### src/rtl/div_unit_if.sv
// Request/response bundle between the EX stage (master) and the multi-cycle divider (slave).
interface div_unit_if #(
  parameter int unsigned DATA_W = 32
) ();
  logic                  signed_div_i;
  logic [DATA_W-1:0]     opdata1_i;
  logic [DATA_W-1:0]     opdata2_i;
  logic                  start_i;
  logic                  annul_i;
  logic [2*DATA_W-1:0]   result_o;
  logic                  ready_o;

  modport master (
    output signed_div_i, opdata1_i, opdata2_i, start_i, annul_i,
    input  result_o, ready_o
  );

  modport slave (
    input  signed_div_i, opdata1_i, opdata2_i, start_i, annul_i,
    output result_o, ready_o
  );
endinterface

### src/rtl/div_unit.sv
// Restoring shift-subtract divider, one quotient bit per cycle; result = {remainder, quotient}.
// Define DIV_SKIP_EN to finish in one cycle when |dividend| < |divisor|.
module div_unit #(
  parameter int unsigned DATA_W = 32
) (
  input logic       clk,
  input logic       rst,
  div_unit_if.slave bus
);

  localparam int unsigned CntW = $clog2(DATA_W + 1);

  typedef enum logic [1:0] {StIdle, StByZero, StBusy, StDone} state_e;

  state_e              state_q;
  logic [CntW-1:0]     cnt_q;
  logic [DATA_W-1:0]   rem_q;
  logic [DATA_W-1:0]   lo_q;
  logic [DATA_W-1:0]   dsr_q;
  logic                neg_a_q;
  logic                neg_b_q;

  logic [DATA_W-1:0]   mag_a;
  logic [DATA_W-1:0]   mag_b;
  logic [DATA_W:0]     rem_sh;
  logic [DATA_W:0]     diff;
  logic [DATA_W-1:0]   rem_nxt;
  logic [DATA_W-1:0]   lo_nxt;
  logic [DATA_W-1:0]   quot_fix;
  logic [DATA_W-1:0]   rem_fix;
`ifdef DIV_SKIP_EN
  logic [DATA_W-1:0]   skip_rem;
`endif

  always_comb begin
    mag_a    = (bus.signed_div_i && bus.opdata1_i[DATA_W-1]) ? -bus.opdata1_i : bus.opdata1_i;
    mag_b    = (bus.signed_div_i && bus.opdata2_i[DATA_W-1]) ? -bus.opdata2_i : bus.opdata2_i;
    // Partial remainder is always below the divisor, so one extra bit holds the shifted value.
    rem_sh   = {rem_q, lo_q[DATA_W-1]};
    diff     = rem_sh - {1'b0, dsr_q};
    rem_nxt  = diff[DATA_W] ? rem_sh[DATA_W-1:0] : diff[DATA_W-1:0];
    lo_nxt   = {lo_q[DATA_W-2:0], ~diff[DATA_W]};
    // Sign flags are only latched for signed ops, so they gate the fix-up on their own.
    quot_fix = (neg_a_q ^ neg_b_q) ? -lo_q : lo_q;
    rem_fix  = neg_a_q ? -rem_q : rem_q;
`ifdef DIV_SKIP_EN
    skip_rem = neg_a_q ? -lo_q : lo_q;
`endif
  end

  always_ff @(posedge clk) begin
    if (!rst) begin
      state_q      <= StIdle;
      cnt_q        <= '0;
      rem_q        <= '0;
      lo_q         <= '0;
      dsr_q        <= '0;
      neg_a_q      <= 1'b0;
      neg_b_q      <= 1'b0;
      bus.ready_o  <= 1'b0;
      bus.result_o <= '0;
    end else begin
      unique case (state_q)
        StIdle: begin
          bus.ready_o  <= 1'b0;
          bus.result_o <= '0;
          if (bus.start_i && !bus.annul_i) begin
            neg_a_q <= bus.signed_div_i & bus.opdata1_i[DATA_W-1];
            neg_b_q <= bus.signed_div_i & bus.opdata2_i[DATA_W-1];
            lo_q    <= mag_a;
            dsr_q   <= mag_b;
            rem_q   <= '0;
            cnt_q   <= '0;
            state_q <= (bus.opdata2_i == '0) ? StByZero : StBusy;
          end
        end
        StByZero: begin
          if (cnt_q == CntW'(1)) begin
            state_q      <= StDone;
            bus.ready_o  <= 1'b1;
            bus.result_o <= '0;
          end else begin
            cnt_q <= cnt_q + 1'b1;
          end
        end
        StBusy: begin
          if (bus.annul_i) begin
            state_q <= StIdle;
`ifdef DIV_SKIP_EN
          end else if (cnt_q == '0 && lo_q < dsr_q) begin
            state_q      <= StDone;
            bus.ready_o  <= 1'b1;
            bus.result_o <= {skip_rem, {DATA_W{1'b0}}};
`endif
          end else if (cnt_q == CntW'(DATA_W)) begin
            state_q      <= StDone;
            bus.ready_o  <= 1'b1;
            bus.result_o <= {rem_fix, quot_fix};
          end else begin
            rem_q <= rem_nxt;
            lo_q  <= lo_nxt;
            cnt_q <= cnt_q + 1'b1;
          end
        end
        StDone: begin
          if (!bus.start_i) begin
            state_q      <= StIdle;
            bus.ready_o  <= 1'b0;
            bus.result_o <= '0;
          end
        end
        default: state_q <= StIdle;
      endcase
    end
  end

endmodule

### src/flat_wrapper.sv
// flat-port wrapper written by rule: the top's interface ports become plain ports
module div_unit_flat 
#(
  parameter int unsigned DATA_W = 32
)
  (clk, rst, bus_signed_div_i, bus_opdata1_i, bus_opdata2_i, bus_start_i, bus_annul_i, bus_result_o, bus_ready_o);
  div_unit_if #(.DATA_W(DATA_W)) bus_i ();
  input logic clk;
  input logic rst;
  input wire logic [$bits(bus_i.signed_div_i)-1:0] bus_signed_div_i;
  input wire logic [$bits(bus_i.opdata1_i)-1:0] bus_opdata1_i;
  input wire logic [$bits(bus_i.opdata2_i)-1:0] bus_opdata2_i;
  input wire logic [$bits(bus_i.start_i)-1:0] bus_start_i;
  input wire logic [$bits(bus_i.annul_i)-1:0] bus_annul_i;
  output wire logic [$bits(bus_i.result_o)-1:0] bus_result_o;
  output wire logic [$bits(bus_i.ready_o)-1:0] bus_ready_o;
  assign bus_i.signed_div_i = bus_signed_div_i;
  assign bus_i.opdata1_i = bus_opdata1_i;
  assign bus_i.opdata2_i = bus_opdata2_i;
  assign bus_i.start_i = bus_start_i;
  assign bus_i.annul_i = bus_annul_i;
  assign bus_result_o = bus_i.result_o;
  assign bus_ready_o = bus_i.ready_o;
  div_unit #(.DATA_W(DATA_W)) u_core (.clk(clk), .rst(rst), .bus(bus_i));
endmodule
### config.mk
export PLATFORM = sky130hd
export DESIGN_NAME = div_unit_flat
export DESIGN_NICKNAME = d
export VERILOG_FILES = /design/src/rtl/div_unit_if.sv /design/src/rtl/div_unit.sv /design/src/flat_wrapper.sv
export SDC_FILE = /design/constraint.sdc
export NUM_CORES = 1
export LEC_CHECK = 0
export CORE_MARGIN = 2
export CORE_UTILIZATION = 25
export CTS_BUF_LIST = sky130_fd_sc_hd__clkbuf_4
export DETAILED_ROUTE_END_ITERATION = 12
export HOLD_SLACK_MARGIN = 0.06
export PLACE_DENSITY_LB_ADDON = 0.15
export SLEW_MARGIN = 20
export SYNTH_ARGS = -nofsm -noshare
export SYNTH_HDL_FRONTEND = slang
export SYNTH_SLANG_ARGS = --single-unit
### constraint.sdc
create_clock -name clk -period 5.28 [get_ports clk]
set_clock_uncertainty 0.05 [all_clocks]
set_input_delay 0.792 -clock clk [delete_from_list [all_inputs] [get_ports clk]]
set_output_delay 0.792 -clock clk [all_outputs]
set_load 0.005 [all_outputs]
; Yosys cells after proc, flatten, opt, wreduce, memory -nomap -nowiden
; Index checks and enable logic that the tools add are counted.
[word_totals]
regBits = 171
word_cells = 80
[op_classes]
eq_ne = 13
bitwise = 4
add_sub_neg = 6
n_reduce_logical = 13
muxes = 35
[ops]
columns = operator, n
row1 = $mux W32, 11
row2 = $mux W64, 4
row3 = $pmux W64 S4, 1
row4 = $neg A32 Y32, 4
row5 = $pmux W32 S2, 2
row6 = $sub A33 B32 Y33, 1
row7 = $logic_not A32 Y1, 1
row8 = $mux W6, 4
row9 = $pmux W6 S3, 1
row10 = $mux W2, 6
row11 = $reduce_and A4 Y1, 3
row12 = $ne A2 B2 Y1 const B, 4
row13 = $pmux W2 S4, 1
row14 = $add A6 B1 Y6 const B, 1
row15 = $eq A6 B1 Y1 const B, 1
row16 = $eq A6 B6 Y1 const B, 1
row17 = $ne A2 B1 Y1 const B, 3
row18 = $reduce_and A5 Y1, 1
row19 = $eq A2 B2 Y1 const B, 2
row20 = $mux W1, 4
row21 = $pmux W1 S4, 1
row22 = $logic_and A1 B1 Y1, 3
row23 = $ne A3 B2 Y1 const B, 1
row24 = $reduce_bool A3 Y1, 1
row25 = 8 further kinds, 9

; Longest topological paths before layout
[logic_depth]
ltp_word = 5
mapped_depth = 14
ltp_nobuf = 12

; Worst setup path after synthesis
; OpenSTA, ideal clock, no wires.
[synth_timing]
kind = input-to-reg
start = input bus_opdata1_i[8]
end = register u_core.lo_q[26]
path_stages = 9
path_slack_ps = 2236
t_arrival_ps = 2878
setup_time_ps = 116
cell_sequence = or4_1 -> or3_4 -> or3_4 -> o21ai_2 -> o21ai_2 -> a21oi_1 -> xor2_1 -> o211ai_1 -> o211a_1
[synth_via]
elab_chain_cells = 4
[synth_lines]
columns = item, line_no
row1 = start: declaration, flat_wrapper.sv:11  ; input wire logic [$bits(bus_i.opdata1_i)-1:0] bus_opdata1_i;
row2 = $neg A32 Y32, div_unit.sv:36  ; mag_a = (bus.signed_div_i && bus.opdata1_i[DATA_W-1]) ? -bus.opdata1_i : bus.opdata1_i;
row3 = $mux W32, div_unit.sv:36
row4 = $mux W32, div_unit.sv:67  ; if (bus.start_i && !bus.annul_i) begin
row5 = $pmux W32 S2, div_unit.sv:63  ; unique case (state_q)
row6 = end signal: assignment, div_unit.sv:70  ; lo_q <= mag_a;
row7 = end signal: assignment, div_unit.sv:101  ; lo_q <= lo_nxt;
row8 = end: declaration, div_unit.sv:18  ; logic [DATA_W-1:0] lo_q;
; No other way between the ends. The select of a mux whose other input is x is not followed.
; A chain may end at the register's enable or synchronous reset.

; Final worst setup path
[layout_timing]
start = register u_core.rem_q[16]
end = register u_core.rem_q[3]
[layout_via]
elab_chain_cells = 5
[layout_lines]
columns = item, line_no
row1 = start: declaration, div_unit.sv:17  ; logic [DATA_W-1:0] rem_q;
row2 = start signal: assignment, div_unit.sv:100  ; rem_q <= rem_nxt;
row3 = $sub A33 B32 Y33, div_unit.sv:40  ; diff = rem_sh - {1'b0, dsr_q};
row4 = $mux W32, div_unit.sv:41  ; rem_nxt = diff[DATA_W] ? rem_sh[DATA_W-1:0] : diff[DATA_W-1:0];
row5 = $mux W32, div_unit.sv:95  ; end else if (cnt_q == CntW'(DATA_W)) begin
row6 = $mux W32, div_unit.sv:87  ; if (bus.annul_i) begin
row7 = $pmux W32 S2, div_unit.sv:63
; No other way between the ends. The select of a mux whose other input is x is not followed.

==> metrics.txt <==
status completed; first-pass GRT wire length 58100 um; cts bufs inserted 17; dpl cells approximately 2100; post-synthesis net count between 1500 and 2000; Seq/Total Area, Yosys between 30% and 40%; Finished Layout Cells about 2200; CTS clk-pin slew, worst paths between 150 and 200 ps; CTS Buffer Depth 2; Max-slew headroom between 20% and 30%; Tmin final between 3000 and 4000 ps; pin count of the biggest net entering global routing 83; slowest stage delay, CP around 660 ps; CORE AREA roughly 0.044 mm^2; clock latency on the worst-skew pair ~630 ps; RSZ-0062 raised after global routing no; most frequent cells in the layout nand2_1, nor2_1, dfxtp_1; Sink Count between 150 and 200; Min Hold Slack just over 400 ps; Hold Crit Class flip-flop to flip-flop; crit-path cells ha_1, a21oi_1, o21ai_0, o41ai_1, nand2b_1, a21oi_2, o211ai_1, nand2_1, a221o_2; warnings from Yosys 0; final wirelength between 30000 and 40000 um; maxcap violations 0; Post-DP HPWL 28100 um; htree depth 4; WS Path Type flip-flop to flip-flop; final setup vio count 0; Die Y-Extent ~220 um; CTS root buf clkbuf_4; Initial Utilization between 20% and 30%; post-synthesis instance total 1495; total congestion overflow 0; CP max FO 24; All-Layer GR Usage around 16%; DR vias approximately 10000; Most used DFF post-synth dfxtp_1; # rows 77; stages on the worst setup path 9; Critical Path RT 5780 ps; Post-CTS Repair Setup Buffers 0; Post-synth EDFFs 0; Pleak 4.94 nW; FF-to-FF Start u_core.rem_q[16]$_SDFFE_PN0P_; crit path launch u_core.rem_q[16]$_SDFFE_PN0P_; vias in the first global route slightly below 10000; Iter 0 DRT Violations about 660; Die Area 0.0463 mm^2; Ports between 100 and 150; final count of hold timing violations 0; Final Max Slew Viols 0; Post-route DRC 0; WL per Instance between 15 and 20 um; Slowest cell on crit path nand2_1; GPL Wtd Cong between 0.8 and 0.9; Max Fclk 254 MHz; cts-stage hold buffer count 0; worst slew pin tran roughly 1100 ps; share of cells above drive strength 1 4.74%; cell family with most CP delay compound AO/OA/AOI/OAI gates; setup TNS 0 ps; Crit path buffers/inverters 0; CTS tree built; initial antenna violation count 2; number of iterations in the first detailed-routing pass 5; Synth Register Bits between 150 and 200; Post-Syn Area around 0.011 mm^2; Setup crit end u_core.rem_q[3]$_SDFFE_PN0P_; critical path arrival 4440 ps; Total Power around 4.5 mW; number of nets in the layout 1683; die width about 220 um; asr flop ratio synth 0%; ANT nets after route 0; startpoint types flip-flop; r2r worst-path depth 9; pwr dens ~340 mW/mm^2; post-CTS sizing 0; Worst setup EP type flip-flop; crit share post-route between 70% and 80%; area delta synth->final 19.4%; vias per cell between 4 and 5; R2R Path End u_core.rem_q[3]$_SDFFE_PN0P_; # port buffers around 130; FF-to-FF setup slack approximately 1300 ps; Distinct cells, synth 71; commonest non-fill, non-tap cell in the layout nand2_1; Peak VDD IR about 0.00020 V; syn_area_per_cell 7.45 um^2
[layer usage]
metal | up-vias | part of all wire, % | track usage [%]
met5 | - | 0 | 0
met3 | 16 | 3.9 | 2.73
li1 | 5436 | - | -
met1 | 4855 | 55 | 24.7
met2 | 192 | 41 | 22.6
met4 | 0 | 0.76 | 3.22
[worst reg2reg max path: stages, from the launching register on]
cell and delay [ps]:
dfxtp_1 540, ha_1 380, a21oi_1 200, o21ai_0 180, o41ai_1 510, nand2b_1 300, a21oi_2 140, o211ai_1 300
nand2_1 660, a221o_2 610
[through the flow]
step	util [%]	area, um^2	setup WS [ps]
6_report	30.1	13300	1340
5_1_grt	30.1	13300	1040
4_1_cts	30.1	13300	1340
3_5_place_dp	29.4	13000	1370
3_3_place_gp	29.4	13000	1470
2_1_floorplan	-	11100	2240
[cells by family (layout without fill, tap and decap cells)]
family	after synthesis	count (layout)	share of synthesized area (%)
AND/OR/NAND/NOR	555	555	23.3
XOR/XNOR	146	146	11.5
other	0	2	0
adder cells (fa/ha/maj)	45	45	5.12
AO/OA/AOI/OAI	421	421	23.7
flip-flops	171	171	30.7
multiplexers	4	4	0.382
buffers and inverters	153	239	5.23
[state kept, by name (all words and copies together) (netlist names)]
register,count
u_core.rem_q,32
u_core.bus.result_o,64
u_core.lo_q,32
u_core.bus.ready_o,1
u_core.neg_b_q,1
u_core.state_q,2
u_core.dsr_q,32
u_core.neg_a_q,1
u_core.cnt_q,6
[synthesized netlist by cell type (4+ instances only)]
| cell | number | area, um^2 |
|---|---|---|
| nand3_1 | 40 | 200 |
| dfxtp_1 | 171 | 3420 |
| o21a_1 | 4 | 30.0 |
| o21ai_0 | 99 | 495 |
| a21o_1 | 13 | 97.6 |
| a211oi_1 | 30 | 225 |
| o41ai_1 | 13 | 114 |
| nand2_1 | 182 | 683 |
| nor4_1 | 19 | 119 |
| nand4_1 | 13 | 81.3 |
| or4_1 | 10 | 75.1 |
| buf_1 | 5 | 18.8 |
| and2_1 | 6 | 37.5 |
| inv_1 | 60 | 225 |
| o211ai_1 | 11 | 82.6 |
| ha_1 | 44 | 551 |
| clkbuf_1 | 80 | 300 |
| a221o_1 | 24 | 240 |
| o21ai_1 | 6 | 30.0 |
| a311oi_1 | 6 | 52.6 |
| and3_1 | 31 | 194 |
| nor3_1 | 29 | 145 |
| xor2_1 | 63 | 552 |
| nor2_1 | 176 | 661 |
| xnor2_1 | 83 | 727 |
| buf_2 | 7 | 35.0 |
| nand2b_1 | 10 | 62.6 |
| a21oi_1 | 156 | 781 |
| o31ai_1 | 14 | 105 |
| a31oi_1 | 10 | 62.6 |
| nor2b_1 | 8 | 50.1 |
| or3_1 | 10 | 62.6 |
[area by class of cell]
class	count	area, um^2
Antenna cell	2	5.00
Clock buffer	17	128
Clock inverter	14	184
Fill cell	4859	30800
Inverter	61	230
Multi-Input combinational cell	1171	7150
Sequential cell	171	3420
Tap cell	592	741
Timing Repair Buffer	147	1440
[power breakdown]
part	internal, mW	switching [mW]	total [mW]	leakage, nW
combinational	0.711	1.25	1.96	3.39
sequential	1.46	0.239	1.70	1.39
clock	0.338	0.541	0.879	0.166
total	2.51	2.03	4.54	4.94
[worst min path at each step]
| stage | slack (ps) | depth (start not counted) | startpoint | to |
|---|---|---|---|---|
| floorplan | 380 | 2 | u_core.dsr_q[31]$_SDFFE_PN0P_ | u_core.dsr_q[31]$_SDFFE_PN0P_ |
| global placement | 390 | 2 | u_core.bus.result_o[31]$_SDFFE_PN0P_ | u_core.bus.result_o[31]$_SDFFE_PN0P_ |
| detailed placement | 390 | 2 | u_core.bus.result_o[26]$_SDFFE_PN0P_ | u_core.bus.result_o[26]$_SDFFE_PN0P_ |
| CTS | 420 | 2 | u_core.bus.result_o[47]$_SDFFE_PN0P_ | u_core.bus.result_o[47]$_SDFFE_PN0P_ |
| global route | 440 | 2 | u_core.bus.result_o[5]$_SDFFE_PN0P_ | u_core.bus.result_o[5]$_SDFFE_PN0P_ |
| finish | 410 | 2 | u_core.bus.result_o[47]$_SDFFE_PN0P_ | u_core.bus.result_o[47]$_SDFFE_PN0P_ |
Power figures use the tool's default switching activity.
